File: src/rtl/frodo_codec.sv
// frodo_codec: streaming FrodoKEM level encoder/decoder with per-frame config latch,
// one registered output stage and frame-end marking.
module frodo_codec #(
    parameter int LANES       = 4,
    parameter int FRAME_BEATS = 16
) (
    input  logic                  clk,
    input  logic                  rst,
    input  logic                  en,
    input  logic                  mode,
    input  logic [1:0]            level,
    input  logic                  in_valid,
    output logic                  in_ready,
    input  logic [16*LANES-1:0]   in_data,
    output logic                  out_valid,
    input  logic                  out_ready,
    output logic [16*LANES-1:0]   out_data,
    output logic                  out_last,
    output logic                  busy
);
    localparam int CW = FRAME_BEATS > 1 ? $clog2(FRAME_BEATS) : 1;
    localparam logic [CW-1:0] LAST = CW'(FRAME_BEATS - 1);

    // Sum is 17 bits so that c' + 2^(S-1) near 2^16 wraps away cleanly under mod 2^B.
    function automatic logic [15:0] lane_op(input logic m, input logic [1:0] lv, input logic [15:0] x);
        logic [3:0]  s;
        logic [15:0] dmask, bmask;
        logic [16:0] sum;
        s     = (lv == 2'b01) ? 4'd12 : 4'd13;
        dmask = (lv == 2'b11) ? 16'h7fff : 16'hffff;
        bmask = (lv == 2'b01) ? 16'h000f : (lv == 2'b10) ? 16'h0007 : 16'h0003;
        sum   = {1'b0, x & dmask} + (17'd1 << (s - 4'd1));
        return m ? (16'(sum >> s) & bmask) : (((x & bmask) << s) & dmask);
    endfunction

    logic [CW-1:0]         cnt;
    logic                  cfg_en, cfg_mode;
    logic [1:0]            cfg_level;
    logic                  accept, first, eff_en, eff_mode;
    logic [1:0]            eff_level;
    logic [16*LANES-1:0]   proc;

    assign in_ready = !out_valid || out_ready;
    assign accept   = in_valid && in_ready;
    assign first    = cnt == '0;
    assign busy     = !first;

    // The first beat of a frame uses the live config; the rest use the latched copy.
    always_comb begin
        eff_en    = first ? en : cfg_en;
        eff_mode  = first ? mode : cfg_mode;
        eff_level = first ? level : cfg_level;
    end

    for (genvar i = 0; i < LANES; i++) begin : g_lane
        assign proc[16*i +: 16] = (eff_en && eff_level != 2'b00)
            ? lane_op(eff_mode, eff_level, in_data[16*i +: 16]) : in_data[16*i +: 16];
    end

    always_ff @(posedge clk) begin
        if (rst) begin
            cnt       <= '0;
            cfg_en    <= 1'b0;
            cfg_mode  <= 1'b0;
            cfg_level <= 2'b00;
            out_valid <= 1'b0;
            out_last  <= 1'b0;
            out_data  <= '0;
        end else if (accept) begin
            out_data  <= proc;
            out_last  <= cnt == LAST;
            out_valid <= 1'b1;
            cnt       <= (cnt == LAST) ? '0 : cnt + CW'(1);
            if (first) begin
                cfg_en    <= en;
                cfg_mode  <= mode;
                cfg_level <= level;
            end
        end else if (out_ready) begin
            out_valid <= 1'b0;
        end
    end
endmodule

File: config.mk
export PLATFORM = sky130hd
export DESIGN_NAME = frodo_codec
export DESIGN_NICKNAME = d
export VERILOG_FILES = /design/src/rtl/frodo_codec.sv
export SDC_FILE = /design/constraint.sdc
export NUM_CORES = 1
export LEC_CHECK = 0
export ABC_AREA = 0
export CAP_MARGIN = 0
export CELL_PAD_IN_SITES_DETAIL_PLACEMENT = 1
export CELL_PAD_IN_SITES_GLOBAL_PLACEMENT = 2
export CORE_MARGIN = 2
export CORE_UTILIZATION = 22
export CTS_BUF_LIST = sky130_fd_sc_hd__clkbuf_16
export CTS_CLUSTER_SIZE = 16
export DETAILED_ROUTE_END_ITERATION = 16
export GPL_ROUTABILITY_DRIVEN = 0
export PLACE_DENSITY = 0.75
export RECOVER_POWER = 50
export SLEW_MARGIN = 20
export SYNTH_ARGS = -nofsm -noshare
export SYNTH_HDL_FRONTEND = slang
export SYNTH_SLANG_ARGS = --single-unit
File: constraint.sdc
create_clock -name clk -period 3 [get_ports clk]
set_input_delay 0.6 -clock clk [delete_from_list [all_inputs] [get_ports clk]]
set_output_delay 0.6 -clock clk [all_outputs]
set_load 0.02 [all_outputs]
* Yosys cells after proc, flatten, opt, wreduce, memory -nomap -nowiden
Index checks and enable logic that the tools add are counted.
** Storage, ports and cells
- Output and inout bits :: 68
- Flip-flop bits (word level) :: 74
- Word-level logic and storage cells :: 68
** Operators by class
- Bitwise gates (word level) :: 16
- Equal/unequal tests :: 4
- Shift operators :: 9
- $add $sub $neg :: 6
- Reduce and logical (&&, ||, !) cells :: 8
- Muxes and demuxes :: 18
** Operators by type and width (count)
- $and A16 B16 Y16 :: 14
- $mux W16 :: 9
- $add A16 B17 Y17 :: 4
- $shr A17 B4 Y16 :: 4
- $shl A16 B4 Y16 :: 4
- $and A16 B4 Y16 :: 2
- $shl A1 B4 Y17 const A :: 1
- $mux W4 :: 2
- $mux W1 :: 5
- $add A4 B1 Y4 const B :: 1
- $eq A2 B2 Y1 const B :: 2
- $eq A4 B4 Y1 const B :: 1
- $logic_not A4 Y1 :: 1
- $reduce_bool A2 Y1 :: 2
- $sub A3 B2 Y4 const B :: 1
- $mux W3 :: 1
- $eq A2 B1 Y1 const B :: 1
- $logic_and A1 B1 Y1 :: 2
- $logic_not A1 Y1 :: 2
- $mux W2 :: 1
- $logic_or A1 B1 Y1 :: 1

* Depth between registers and ports, before layout
Gate-level depths: netlist (run 1).
- Depth after elaboration :: 11
- Depth in mapped cells :: 15

* Worst setup path before layout (run 1)
Ideal clock, no wire load.
- Path type :: flip-flop to flip-flop
- From :: register cnt[0]
- To :: register out_data[19]
- Library setup time :: 0.086 ns
- Buffers on the path :: 2
- Stages on the path, launching flop included :: 14
- Arrival time :: 2.859 ns
- Setup slack :: 0.055 ns
- Cell sequence :: dfxtp_1 inv_1 ha_1 nor3b_4 mux2i_1 ha_1 clkbuf_1 clkbuf_1 and2_1 ha_1 o211ai_1 xnor2_1 a32oi_1 a211oi_1
** Between the ends
- Cells in the longest elaborated chain, start to end :: 11
- Elaborated cells on any way between the ends :: 24
- Those cells by class :: 2 x add/sub; 3 x eq/ne; 3 x shift; 9 x mux; 4 x bitwise; 3 x reduce/logical
** Ends and longest elaborated chain
- from (decl) :: line 36 : logic [CW-1:0] cnt;
- from (signal assigned) :: line 73 : cnt <= (cnt == LAST) ? '0 : cnt + CW'(1);
- $logic_not A4 Y1 * :: line 45 : assign first = cnt == '0;
- $mux W2
- $eq A2 B1 Y1 :: line 29, 31
- $mux W1 :: line 29 : s = (lv == 2'b01) ? 4'd12 : 4'd13;
- $sub A3 B2 Y4 :: line 32 : sum = {1'b0, x & dmask} + (17'd1 << (s - 4'd1));
- $shl A1 B4 Y17 :: line 32
- $add A16 B17 Y17 :: line 32
- $shr A17 B4 Y16 :: line 33 : return m ? (16'(sum >> s) & bmask) : (((x & bmask) << s) & dmask);
- $and A16 B16 Y16 :: line 33
- $mux W16 :: line 33
- $mux W16 * :: line 57 : ? lane_op(eff_mode, eff_level, in_data[16*i +: 16]) : in_data[16*i +: 16];
- to (signal assigned) :: line 70 : out_data <= proc;
- to (decl) :: line 17 : output logic [16*LANES-1:0] out_data,
Mark *: on every way between the ends. The rest lies on a longest branch, timed or not.
A chain may end at the register's enable or synchronous reset.

* Final worst setup path (run 1)
- From :: register cnt[0]
- To :: register out_data[16]
** Between the ends
- Cells in the longest elaborated chain, start to end :: 11
- Elaborated cells on any way between the ends :: 24
- Those cells by class :: 2 x add/sub; 3 x eq/ne; 3 x shift; 9 x mux; 4 x bitwise; 3 x reduce/logical
** Ends and longest elaborated chain
- $logic_not A4 Y1 * :: line 45
- $mux W2 *
- named net eff_level[0] :: line 40 : logic [1:0] eff_level;
- $eq A2 B1 Y1 :: line 29, 31
- $mux W1 :: line 29
- $sub A3 B2 Y4 :: line 32
- $shl A1 B4 Y17 :: line 32
- $add A16 B17 Y17 :: line 32
- $shr A17 B4 Y16 :: line 33
- $and A16 B16 Y16 :: line 33
- $mux W16 :: line 33
- $mux W16 * :: line 57
The timed path passes the listed nets; every way through them passes the cells marked *.

==> results.yml, run 1 <==
power:
  p_leak_nw: 2.43
  finalPower_mw: 3.17
  p_sw_frac: 0.310
  combPwrFrac: 0.283
  power_frac_clock: 0.372
  power.density_nw_per_um2: 526
  power_frac_seq: 0.345
  vdd_ir_drop_max_v: 0.000270
  p_sw_uw: 984
  p_int_mw: 2.19
critical_path:
  path_buf_inv: 4
  r2r_start: "cnt[0]"
  critPathCaptureType: "register"
  path_delay_family: "simple AND/OR/NAND/NOR gates"
  r2r_cells: 15
  r2r_slack_ns: 0.15
  setup.worst_path.class: "register to register"
  critical_path_required_ns: 3.23
  slowest_stage: "mux2i_2"
  crit_fanout: 4
  cpPeakStageDelay_ns: 0.32
  cp.arrival_ns: 3.09
  cp-start-kind: "register"
  path_cells: "inv_1 > ha_1 > nor3b_4 > mux2i_2 > inv_2 > ha_2 > buf_4 > and2_1 > ha_2 > nor2_1 > xor2_1 > o21ai_0 > buf_4 > a32oi_1 > nand2_1"
  path_depth: 15
  reg2reg_to: "out_data[16]"
final_layout:
  areaGrowthSynthToFinish_pct: 56.6
  antenna-diode-count: 0
  drive_gt1_frac: 0.138
  nNetsFinal: 709
  fill_cells: 2012
sta:
  fmax_mhz: 350
  skew_ns: 0.00649
  min_period_ns: 2.85
  slew_headroom: 0.133
  drv_slew: 0
  fin_crit_sh: 0.951
  tightest_slew_ns: 1.30
  whs_ns: 0.451
  setup_viol: 0
  finalHoldViolations: 0
worst_hold_path:
  holdPathStages: 2
  holdCritPathClass: "register to register"
  min-delay-start: "out_last"
  hold_end: "out_last"
synth:
  syn_area_per_cell_um2: 8.03
  seq_area_frac_synth: 0.384
  yosys_warnings: 0
  syn_nets: 562
  syn_area_um2: 3860
  synth_seq_cells: 74
  yosys.cell_types.count: 33
  synthCells: 480
grt:
  grt_use_total: 0.169
  grt_pass1_wl_um: 23700
  grt_overflow: 0
  grt_start_max_net_pins: 65
  grt_pass1_vias: 4260
  antenna_found_initial: 0
floorplan:
  dieArea_um2: 18600
  chipHeight_um: 136
  initial_utilization: 0.224
  io_pins: 140
  core_area_um2: 17200
  die_x_um: 136
  rows: 48
drt:
  drt_iter0_markers: 154
  firstDrtPassIters: 4
  drcViolationCount: 0
  wl_per_cell_um: 17.8
  viasPerCell: 4.77
  num_vias: 4086
  antenna_left: 0
  wl_um: 15200
clocking:
  cts_max_path_buffers: 2
  clock_latency_ns: 0.35
  hold_buffers: 0
  htreeDepth: 3
  cts_tree: "yes"
  cts_sinks: 74
  path_clk_slew_ns: 0.06
  cts_buffers: 9
  ctsRootBufferMaster: "clkbuf_16"
place:
  port_buffers: 139
  dp_hpwl_um: 11300
run:
  drv_cap: 0
status:
  status: "finished, final reports clean"
metal layers:
layer | wire length, µm | vias up | part of all wire | track usage
met5 | 0 | - | 0 | 0
met4 | 284 | 0 | 0.019 | 0.0683
met3 | 928 | 17 | 0.061 | 0.0444
met2 | 7320 | 112 | 0.48 | 0.274
met1 | 6720 | 1980 | 0.44 | 0.212
li1 | - | 1977 | - | -
through the flow:
stage	setup WS (ns)	utilization	cells	cell area (µm²)	setup TNS, ns
6_report	0.147	0.350	857	6040	0
5_1_grt	-0.0528	0.350	857	6040	-0.199
4_1_cts	0.0266	0.345	854	5940	0
3_5_place_dp	-0.0707	0.326	838	5630	-0.255
3_3_place_gp	0.0104	0.326	838	5630	0
2_1_floorplan	0.0553	-	480	3860	0
worst max path at each step:
| stage | start | end | slack, ns |
|---|---|---|---|
| 2_1_floorplan | cnt[0] | out_data[19] | 0.06 |
| 3_3_place_gp | level[0] | out_data[16] | 0.01 |
| 3_5_place_dp | level[0] | out_data[50] | -0.07 |
| 4_1_cts | cnt[0] | out_data[50] | 0.03 |
| 5_1_grt | cnt[1] | out_data[16] | -0.05 |
| 6_report | cnt[0] | out_data[16] | 0.15 |
placed cells by master, fill, tap and decap left out, types with 2 or more instances in the layout:
master           synthesis  routed
buf_4                    0      32
nor3_1                  17      17
xnor2_2                  0       4
clkdlybuf4s50_1          0      71
ha_2                     0       3
and2_1                  11       9
nand3_1                 44      44
nor3b_1                  3       3
a221oi_1                 4       3
xnor2_1                 12       8
nand3b_1                 4       4
clkbuf_16                0       9
mux2i_2                  0       2
mux2_2                   6       6
a21oi_1                 49      49
o211ai_1                 8       8
nand2_1                 68      67
a211oi_2                 0       2
a32oi_1                 11      11
mux2i_1                  5       3
a211oi_1                10       8
ha_1                    10       6
xor2_1                   9       9
buf_12                   0       2
dfxtp_1                 74      74
nor2_1                  38      38
inv_1                   14      13
bufinv_16                0       2
a221oi_2                13      14
o21ai_0                 17      17
clkinv_1                 0       2
dlygate4sd3_1            0      67
nor2b_1                  8       8
timing repair:
| item | CTS | global route |
|---|---|---|
| resized for setup | 0 | 16 |
| buffers inserted | 0 | 3 |
| endpoints found under the setup margin | 0 | 17 |
power groups by stage:
stage               registers, mW  clock network (mW)  logic, mW
global placement             1.12                   0      0.882
detailed placement           1.12                   0      0.894
global route                 1.10                1.26      0.983
floorplan                    1.19                   0      0.386
finish                       1.09                1.18      0.899
CTS                          1.10                1.22      0.898
synth_stat cells:
master / n / area (µm²)
a32oi_1: 11 / 96.3
a211oi_1: 10 / 75.1
buf_6: 3 / 33.8
nand3b_1: 4 / 30.0
nor3b_1: 3 / 22.5
and2_1: 11 / 68.8
a21oi_1: 49 / 245
buf_2: 2 / 10.0
or2_1: 1 / 6.26
nand2b_1: 1 / 6.26
buf_1: 2 / 7.51
or4_1: 1 / 7.51
mux2i_1: 5 / 50.1
nor3b_4: 1 / 18.8
nor3_1: 17 / 85.1
ha_1: 10 / 125
o21ai_0: 17 / 85.1
o211ai_1: 8 / 60.1
clkbuf_1: 31 / 116
nand4_1: 1 / 6.26
nor2_1: 38 / 143
nor2b_1: 8 / 50.1
nand3_1: 44 / 220
and2b_1: 1 / 7.51
xnor2_1: 12 / 105
dfxtp_1: 74 / 1480
nand2_1: 68 / 255
a221oi_1: 4 / 35.0
mux2_2: 6 / 67.6
inv_1: 14 / 52.6
xor2_1: 9 / 78.8
a221oi_2: 13 / 195
a311oi_1: 1 / 8.76
cell families after synthesis:
| group | Yosys count | share of synthesized area |
|---|---|---|
| flops | 74 | 0.384 |
| fa+ha+maj | 10 | 0.0324 |
| xor+xnor | 21 | 0.0477 |
| buf+inv | 52 | 0.0571 |
| simple gates | 199 | 0.240 |
| compound gates | 113 | 0.208 |
| mux | 11 | 0.0305 |
layout make-up:
type / instances / area (µm²) / area share
repair buffers: 174 / 1670 / 0.277
inverters: 14 / 52.6 / 0.00870
multi-input cells: 354 / 2230 / 0.370
clock inverters: 7 / 92.6 / 0.0153
flip-flops and latches: 74 / 1480 / 0.245
clock buffers: 9 / 225 / 0.0373
well taps: 225 / 282 / 0.0466
worst register-to-register path: cells and delay by family, from the launching register on:
family / cells / cell delay [ns]
XOR/XNOR: 1 / 0.16
multiplexers: 1 / 0.32
adder cells (fa/ha/maj): 3 / 0.56
AND/OR/NAND/NOR: 4 / 0.68
buffers and inverters: 4 / 0.45
flip-flops: 1 / 0.31
AO/OA/AOI/OAI: 2 / 0.27
flip-flops by register name (all words and copies together) (netlist names):
signal	cells
out_data	64
cnt	4
cfg_level	2
cfg_en	1
cfg_mode	1
out_last	1
out_valid	1
(Power assumes the default switching activity.)
==> inputs of run 2 (changes only) <==
--- a/config.mk
+++ b/config.mk
@@ -12,7 +12,6 @@
 export CORE_MARGIN = 2
 export CORE_UTILIZATION = 22
 export CTS_BUF_LIST = sky130_fd_sc_hd__clkbuf_16
-export CTS_CLUSTER_SIZE = 16
 export DETAILED_ROUTE_END_ITERATION = 16
 export GPL_ROUTABILITY_DRIVEN = 0
 export PLACE_DENSITY = 0.75
==> results of run 2 <==
Final layout, timing and power as in run 1 (identical DEF).
